$ cat src/rtl/addsub_arbiter.sv
// addsub_arbiter: round-robin arbiter in front of a registered signed add/subtract unit.
// Define ADDSUB_ARB_SATURATE_EN to clamp overflowing results to the signed range.
module addsub_arbiter #(
  parameter int WIDTH = 8
) (
  input  logic             clk,
  input  logic             rst,
  input  logic             req0_valid,
  input  logic             req1_valid,
  input  logic [WIDTH-1:0] req0_a,
  input  logic [WIDTH-1:0] req0_b,
  input  logic [WIDTH-1:0] req1_a,
  input  logic [WIDTH-1:0] req1_b,
  input  logic             req0_m,
  input  logic             req1_m,
  output logic             req0_ready,
  output logic             req1_ready,
  output logic             rsp_valid,
  input  logic             rsp_ready,
  output logic             rsp_id,
  output logic [WIDTH-1:0] rsp_sum,
  output logic             rsp_ovf
);
  typedef enum logic [1:0] {IDLE, EXEC, RESP} state_e;
  state_e           state_q;
  logic             last_q, m_q, id_q;
  logic [WIDTH-1:0] a_q, b_q;
  logic             rsp_valid_q, rsp_id_q, rsp_ovf_q;
  logic [WIDTH-1:0] rsp_sum_q;
  logic             gnt, ovf_d;
  logic [WIDTH-1:0] b_eff, sum_d, res_d;
  // On a tie the requester not granted last wins; a lone requester always wins.
  assign gnt        = (req0_valid & req1_valid) ? ~last_q : req1_valid;
  assign req0_ready = ~rst & (state_q == IDLE) & req0_valid & ~gnt;
  assign req1_ready = ~rst & (state_q == IDLE) & req1_valid & gnt;
  assign b_eff      = m_q ? ~b_q : b_q;
  assign sum_d      = a_q + b_eff + WIDTH'(m_q);
  assign ovf_d      = (a_q[WIDTH-1] == b_eff[WIDTH-1]) & (sum_d[WIDTH-1] != a_q[WIDTH-1]);
`ifdef ADDSUB_ARB_SATURATE_EN
  assign res_d = ovf_d ? (a_q[WIDTH-1] ? {1'b1, {(WIDTH-1){1'b0}}} : {1'b0, {(WIDTH-1){1'b1}}}) : sum_d;
`else
  assign res_d = sum_d;
`endif
  always_ff @(posedge clk) begin
    if (rst) begin
      state_q     <= IDLE;
      last_q      <= 1'b1;
      rsp_valid_q <= 1'b0;
      rsp_sum_q   <= '0;
      rsp_ovf_q   <= 1'b0;
      rsp_id_q    <= 1'b0;
    end else begin
      case (state_q)
        IDLE: if (req0_valid | req1_valid) begin
          a_q     <= gnt ? req1_a : req0_a;
          b_q     <= gnt ? req1_b : req0_b;
          m_q     <= gnt ? req1_m : req0_m;
          id_q    <= gnt;
          last_q  <= gnt;
          state_q <= EXEC;
        end
        EXEC: begin
          rsp_sum_q   <= res_d;
          rsp_ovf_q   <= ovf_d;
          rsp_id_q    <= id_q;
          rsp_valid_q <= 1'b1;
          state_q     <= RESP;
        end
        RESP: if (rsp_ready) begin
          rsp_valid_q <= 1'b0;
          state_q     <= IDLE;
        end
        default: state_q <= IDLE;
      endcase
    end
  end
  assign rsp_valid = rsp_valid_q;
  assign rsp_sum   = rsp_sum_q;
  assign rsp_ovf   = rsp_ovf_q;
  assign rsp_id    = rsp_id_q;
endmodule

$ cat config.mk
export PLATFORM = sky130hd
export DESIGN_NAME = addsub_arbiter
export DESIGN_NICKNAME = d
export VERILOG_FILES = /design/src/rtl/addsub_arbiter.sv
export SDC_FILE = /design/constraint.sdc
export NUM_CORES = 1
export LEC_CHECK = 0
export CORE_MARGIN = 2
export CORE_UTILIZATION = 48
export CTS_BUF_LIST = sky130_fd_sc_hd__clkbuf_2 sky130_fd_sc_hd__clkbuf_4 sky130_fd_sc_hd__clkbuf_8
export CTS_CLUSTER_DIAMETER = 60
export DETAILED_ROUTE_END_ITERATION = 7
export PLACE_DENSITY_LB_ADDON = 0.08
export SYNTH_ARGS = -nofsm -noshare
export SYNTH_HDL_FRONTEND = slang
export SYNTH_SLANG_ARGS = --single-unit
$ cat constraint.sdc
create_clock -name clk -period 2.85 [get_ports clk]
set_input_delay 0.57 -clock clk [delete_from_list [all_inputs] [get_ports clk]]
set_output_delay 0.57 -clock clk [all_outputs]
set_load 0.02 [all_outputs]
==> results of run 1 <==
[final timing paths]
path,start,end,depth (start not counted)
max reg2reg,m_q,rsp_sum[6],8
min,rsp_sum[3],rsp_sum[3],2
min reg2reg,rsp_sum[3],rsp_sum[3],2
max,rst,req1_ready,4
[layout make-up]
| cell class | count | area, µm² | area share (%) |
|---|---|---|---|
| Inverter | 4 | 15.0 | 0.655 |
| Timing Repair Buffer | 54 | 536 | 23.4 |
| Clock buffer | 6 | 51.3 | 2.24 |
| Multi-Input combinational cell | 105 | 802 | 35.0 |
| Clock inverter | 2 | 10.0 | 0.437 |
| Tap cell | 46 | 57.6 | 2.51 |
| Sequential cell | 32 | 821 | 35.8 |
[what timing repair did]
| item | 4_1_cts | 5_1_grt |
|---|---|---|
| gates resized for setup | 0 | 1 |
| setup buffers | 0 | 0 |
| endpoints found under the setup margin | 0 | 1 |
[per-layer routing]
metal	vias to the layer above	global-route usage, %	wire length (µm)
met5	-	0	0
met1	582	18.8	1330
met2	46	35.0	1720
li1	652	-	-
met4	0	5.71	61
met3	7	6.43	196
[power breakdown]
group | internal [µW] | switching, µW | leakage (µW) | total, µW
clock | 117 | 156 | 0.0000380 | 273
sequential | 535 | 25.4 | 0.000284 | 561
combinational | 166 | 153 | 0.000551 | 320
total | 819 | 335 | 0.000873 | 1150
[registers in the layout, indices dropped and copies added (netlist names)]
signal     cells
a_q            8
rsp_valid      1
state_q        2
b_q            8
rsp_sum        8
rsp_ovf        1
rsp_id         1
id_q           1
last_q         1
m_q            1
[layout by cell type (no fill, tap or decap), types with 2 or more instances in the layout]
| cell | synthesis | final |
|---|---|---|
| a211oi_1 | 2 | 2 |
| a21o_2 | 2 | 2 |
| a21oi_1 | 9 | 9 |
| a31oi_1 | 2 | 2 |
| buf_4 | 0 | 3 |
| clkbuf_4 | 1 | 5 |
| clkdlybuf4s50_1 | 0 | 50 |
| clkinv_2 | 0 | 2 |
| dfxtp_1 | 14 | 14 |
| edfxtp_1 | 18 | 18 |
| ha_1 | 6 | 6 |
| inv_1 | 3 | 3 |
| mux2_1 | 17 | 17 |
| nand2_1 | 10 | 10 |
| nand3_1 | 7 | 7 |
| nand4_1 | 2 | 2 |
| nor2_1 | 6 | 6 |
| nor2b_1 | 3 | 3 |
| nor3_1 | 3 | 3 |
| nor4b_1 | 2 | 2 |
| o21a_1 | 3 | 3 |
| o21ai_0 | 2 | 2 |
| o21ai_1 | 2 | 2 |
| or4_1 | 2 | 2 |
| xor2_1 | 8 | 8 |
[stage by stage]
step                hold WS [ns]  total power (µW)  area [µm²]  setup slack [ns]  utilization (%)
floorplan                  0.471               764        1680             0.815                -
detailed placement         0.453               891        2230            0.0809             66.3
CTS                        0.465              1170        2290            0.0776             68.1
global placement           0.441               877        2230             0.161             66.3
global route               0.493              1220        2290             0.100             68.2
finish                     0.463              1150        2290             0.167             68.2
[worst min-delay path, stage by stage, from the launching register on]
cell and delay [ns]:
dfxtp_1 0.33, nand2_1 0.05, a21oi_1 0.05
[kinds of logic (layout without fill, tap and decap cells)]
| family | Yosys count | count (layout) |
|---|---|---|
| simple gates | 43 | 43 |
| xor+xnor | 9 | 9 |
| fa+ha+maj | 7 | 7 |
| flops | 32 | 32 |
| mux | 19 | 19 |
| compound gates | 27 | 27 |
| buf+inv | 10 | 66 |
==> impl_metrics.py, run 1 <==
metrics = {
    "run_status": {
        "outcome": "completed",
    },
    "synth": {
        "synth_seq_cells": 32,
        "synthTopCellsByCount": "18 x edfxtp_1, 17 x mux2_1, 14 x dfxtp_1, 10 x nand2_1, 9 x a21oi_1",
        "synth.yosys.seq_area_share_pct": 48.8,
        "avgSynthCellArea_um2": 11.4,
        "synth_compound_area_share_pct": 10.6,
        "synth.top_cell.area_share_pct": 32.1,
        "async_reset_ff_share_pct": 0,
        "synth_top_flop_cell": "edfxtp_1",
        "yosysWarnings": 0,
        "synth-edff-count": 18,
        "synthMuxAreaShare_pct": 12.8,
        "synth_nets": 193,
        "netlist_area_um2": 1680,
        "synthAdderAreaFrac_pct": 5.65,
        "synthCells": 147,
        "synth_simple_gate_area_share_pct": 14.0,
        "yosysMostFrequentCell": "edfxtp_1",
        "yosysTopAreaCell": "edfxtp_1",
        "synth_top_family_by_area": "simple AND/OR/NAND/NOR gates",
        "synthTopCellsByArea": "edfxtp_1 32%, dfxtp_1 17%, mux2_1 11%",
        "synth_xor_area_share_pct": 4.69,
        "ys_types": 43,
    },
    "critical_path": {
        "critPathBufInv": 2,
        "critPathMostFrequentCell": "clkdlybuf4s50_1",
        "arrival_ns": 2.11,
        "end_kind": "primary output",
        "crit_type": "in -> out",
        "start_kind": "input pin",
        "cp_slowest_stage_delay_ns": 0.60,
        "r2r_slack_ns": 0.48,
        "critical_path_required_ns": 2.28,
        "critPathMaxFanout": 4,
        "slowest_stage": "clkdlybuf4s50_1",
        "crit_family": "buffers and inverters",
        "crit_chain": "clkdlybuf4s50_1, nor3_1, and3_1, clkdlybuf4s50_1",
    },
    "final_layout": {
        "nFillCells": 300,
        "antennaDiodeCount": 0,
        "final_cells": 249,
        "nNetsFinal": 248,
        "drive_gt1_share_pct": 9.36,
        "syn_to_final_growth_pct": 36.3,
    },
    "cts": {
        "clk_latency_ns": 0.33,
        "cts.path.max_buffers": 2,
        "root_buffer": "clkbuf_4",
        "cts_sinks": 32,
        "cts_buffers": 5,
        "path_clk_slew_ns": 0.09,
        "hold_buffers": 0,
        "cts_max_level": 2,
        "tritoncts": "built",
    },
    "global_routing": {
        "grt_usage_pct": 18.4,
        "grt_pass1_wl_mm": 5.78,
        "grt_max_degree": 19,
        "grt_overflow": 0,
        "grt_pass1_vias": 1329,
        "antenna_found_initial": 0,
    },
    "timing": {
        "hold_viol": 0,
        "maxSlewViolCount": 0,
        "min_period_ns": 2.68,
        "finalSetupViolations": 0,
        "max_freq_ghz": 0.373,
        "min_period_over_period_pct": 94.1,
        "finClkSkew_ns": 0.00488,
        "maxSlewHeadroom_pct": 51.2,
        "fin_setup_tns_ns": 0,
        "worst_slew_pin_slew_ns": 0.731,
        "rsz0062_at_grt": "false",
    },
    "detailed_routing": {
        "drt-total-wl_mm": 3.31,
        "drc": 0,
        "avgViaCountPerCell": 5.17,
        "vias": 1287,
        "dr.pass1.iters": 4,
        "avgRoutedWirePerCell_um": 13.3,
        "drtAntennaViolNets": 0,
        "first_iter_violations": 70,
    },
    "hold_path": {
        "hold_path_class": "reg -> reg",
    },
    "floorplan": {
        "rows": 21,
        "die-height_um": 63.2,
        "core_um2": 3360,
        "initial_core_util_pct": 50.0,
        "io_pins": 52,
        "die_w_um": 63.2,
        "die_area_um2": 3990,
    },
    "power_and_ir_drop": {
        "worst_ir_drop_vdd_mv": 0.274,
        "leakagePower_uw": 0.000873,
        "p_per_area_nw_per_um2": 503,
    },
    "place": {
        "place_hpwl_mm": 2.43,
        "dp.cells": 241,
        "numPortBuffers": 51,
        "place_congestion": 0.861,
    },
    "run": {
        "drv_cap": 0,
    },
}
Power figures use the tool's default switching activity.
==> inputs of run 2 (changes only) <==
Settings changed: CORE_MARGIN 2 to not set, CTS_CLUSTER_SIZE set to 24, MAX_ROUTING_LAYER set to met4.
==> impl_metrics.py, run 2 (synthesized netlist as in run 1, its figures left out) <==
metrics = {
    "run_status": {
        "outcome": "completed",
    },
    "final_layout": {
        "antennaDiodeCount": 0,
        "nNetsFinal": 248,
        "syn_to_final_growth_pct": 35.9,
        "final_common_cell": "clkdlybuf4s50_1",
        "nFillCells": 278,
        "multi_input_area_um2": 802,
        "drive_gt1_share_pct": 8.87,
        "final_cell_mix": "51 x clkdlybuf4s50_1, 18 x edfxtp_1, 17 x mux2_1, 14 x dfxtp_1, 10 x nand2_1",
        "register_area_um2": 821,
    },
    "cts": {
        "cts.path.max_buffers": 2,
        "cts_max_level": 2,
        "root_buffer": "clkbuf_4",
        "clk_latency_ns": 0.33,
        "cts_setup_buffers": 0,
        "path_clk_slew_ns": 0.10,
        "cts_sinks": 32,
        "hold_buffers": 0,
        "cts_resized": 0,
        "tritoncts": "built",
        "cts_buffers": 5,
    },
    "critical_path": {
        "crit_type": "in -> out",
        "reg2reg_to": "rsp_sum[6]",
        "critPathMaxFanout": 4,
        "end_kind": "primary output",
        "r2r-start": "m_q",
        "critical_path_required_ns": 2.28,
        "r2r_slack_ns": 0.53,
        "start_kind": "input pin",
        "arrival_ns": 2.18,
        "r2r_cells": 8,
    },
    "detailed_routing": {
        "routedLengthMet1_mm": 1.29,
        "dr_wl_met2_mm": 1.38,
        "drc": 0,
        "top_layer": "met4",
        "dr.pass1.iters": 4,
        "first_iter_violations": 63,
        "met3_length_um": 169,
        "avgViaCountPerCell": 5.02,
        "vias": 1250,
        "drtAntennaViolNets": 0,
        "avgRoutedWirePerCell_um": 11.5,
        "drt-total-wl_mm": 2.86,
    },
    "timing": {
        "finalSetupViolations": 0,
        "finClkSkew_ns": 0.0105,
        "maxSlewViolCount": 0,
        "whs_ns": 0.460,
        "max_freq_ghz": 0.364,
        "maxSlewHeadroom_pct": 54.2,
        "fin_setup_tns_ns": 0,
        "min_period_over_period_pct": 96.4,
        "rsz0062_at_grt": "false",
        "worst_slew_pin_slew_ns": 0.685,
        "hold_viol": 0,
        "min_period_ns": 2.75,
    },
    "global_routing": {
        "grt_max_degree": 19,
        "grt_pass1_wl_mm": 4.62,
        "grt_overflow": 0,
        "grt_pass1_vias": 1140,
        "antenna_found_initial": 0,
        "grt_usage_pct": 17.4,
    },
    "power_and_ir_drop": {
        "p_per_area_nw_per_um2": 495,
        "leakagePower_uw": 0.000852,
        "worst_ir_drop_vdd_mv": 0.228,
    },
    "hold_path": {
        "worstHoldPathCells": 2,
        "worstHoldEndpoint": "rsp_sum[4]",
        "min_from": "rsp_sum[4]",
        "hold_path_class": "reg -> reg",
    },
    "floorplan": {
        "die_area_um2": 3740,
        "rows": 21,
        "initial_core_util_pct": 50.4,
        "die-height_um": 61.2,
        "io_pins": 52,
        "die_w_um": 61.2,
        "core_um2": 3340,
    },
    "place": {
        "place_congestion": 0.751,
        "place_hpwl_mm": 2.25,
        "numPortBuffers": 51,
    },
    "run": {
        "drv_cap": 0,
    },
}
[run 2: area by class of cell]
| type | instances | area share [%] |
|---|---|---|
| Clock buffer | 7 | 2.30 |
| Clock inverter | 1 | 0.164 |
| Inverter | 4 | 0.657 |
| Multi-Input combinational cell | 105 | 35.1 |
| Timing Repair Buffer | 54 | 23.3 |
| Tap cell | 46 | 2.52 |
| Sequential cell | 32 | 35.9 |
[run 2: worst max-delay path by stage]
stage / from / endpoint / slack [ns]
detailed placement: req0_valid / req0_ready / 0.12
finish: req0_valid / req0_ready / 0.10
global placement: req0_valid / req0_ready / 0.16
CTS: req0_valid / req0_ready / 0.12
floorplan: m_q / rsp_sum[6] / 0.81
global route: req0_valid / req0_ready / 0.05
[run 2: critical path, stage by stage]
cell	delay (ns)
clkdlybuf4s50_1	0.52
nand2_1	0.10
and2_1	0.18
and3b_1	0.21
clkdlybuf4s50_1	0.60
[run 2: per-stage QoR]
step                      utilization, %  instance area (µm²)  instances  worst slack, ns  total power, µW
after global placement              66.8                 2230        241            0.163              876
after CTS                           68.5                 2280        249            0.116             1140
after global routing                68.5                 2280        249           0.0521             1200
final                               68.5                 2280        249            0.102             1130
after floorplan                        -                 1680        147            0.815              764
after detailed placement            66.8                 2230        241            0.121              887
[run 2: report_power, final]
| part | switching (µW) | internal [µW] |
|---|---|---|
| combinational | 149 | 166 |
| clock | 142 | 114 |
| sequential | 24.1 | 535 |
[run 2: layer usage]
metal | vias up | track usage (%)
li1 | 650 | -
met1 | 551 | 20.1
met2 | 44 | 27.3
met3 | 5 | 5.88
met4 | 0 | 7.79
met5 | - | -
==> inputs of run 3 (changes only) <==
Settings changed: CTS_CLUSTER_SIZE 24 to 10.
==> results of run 3 <==
The final DEF is identical to that of run 2; final timing and power are the same.
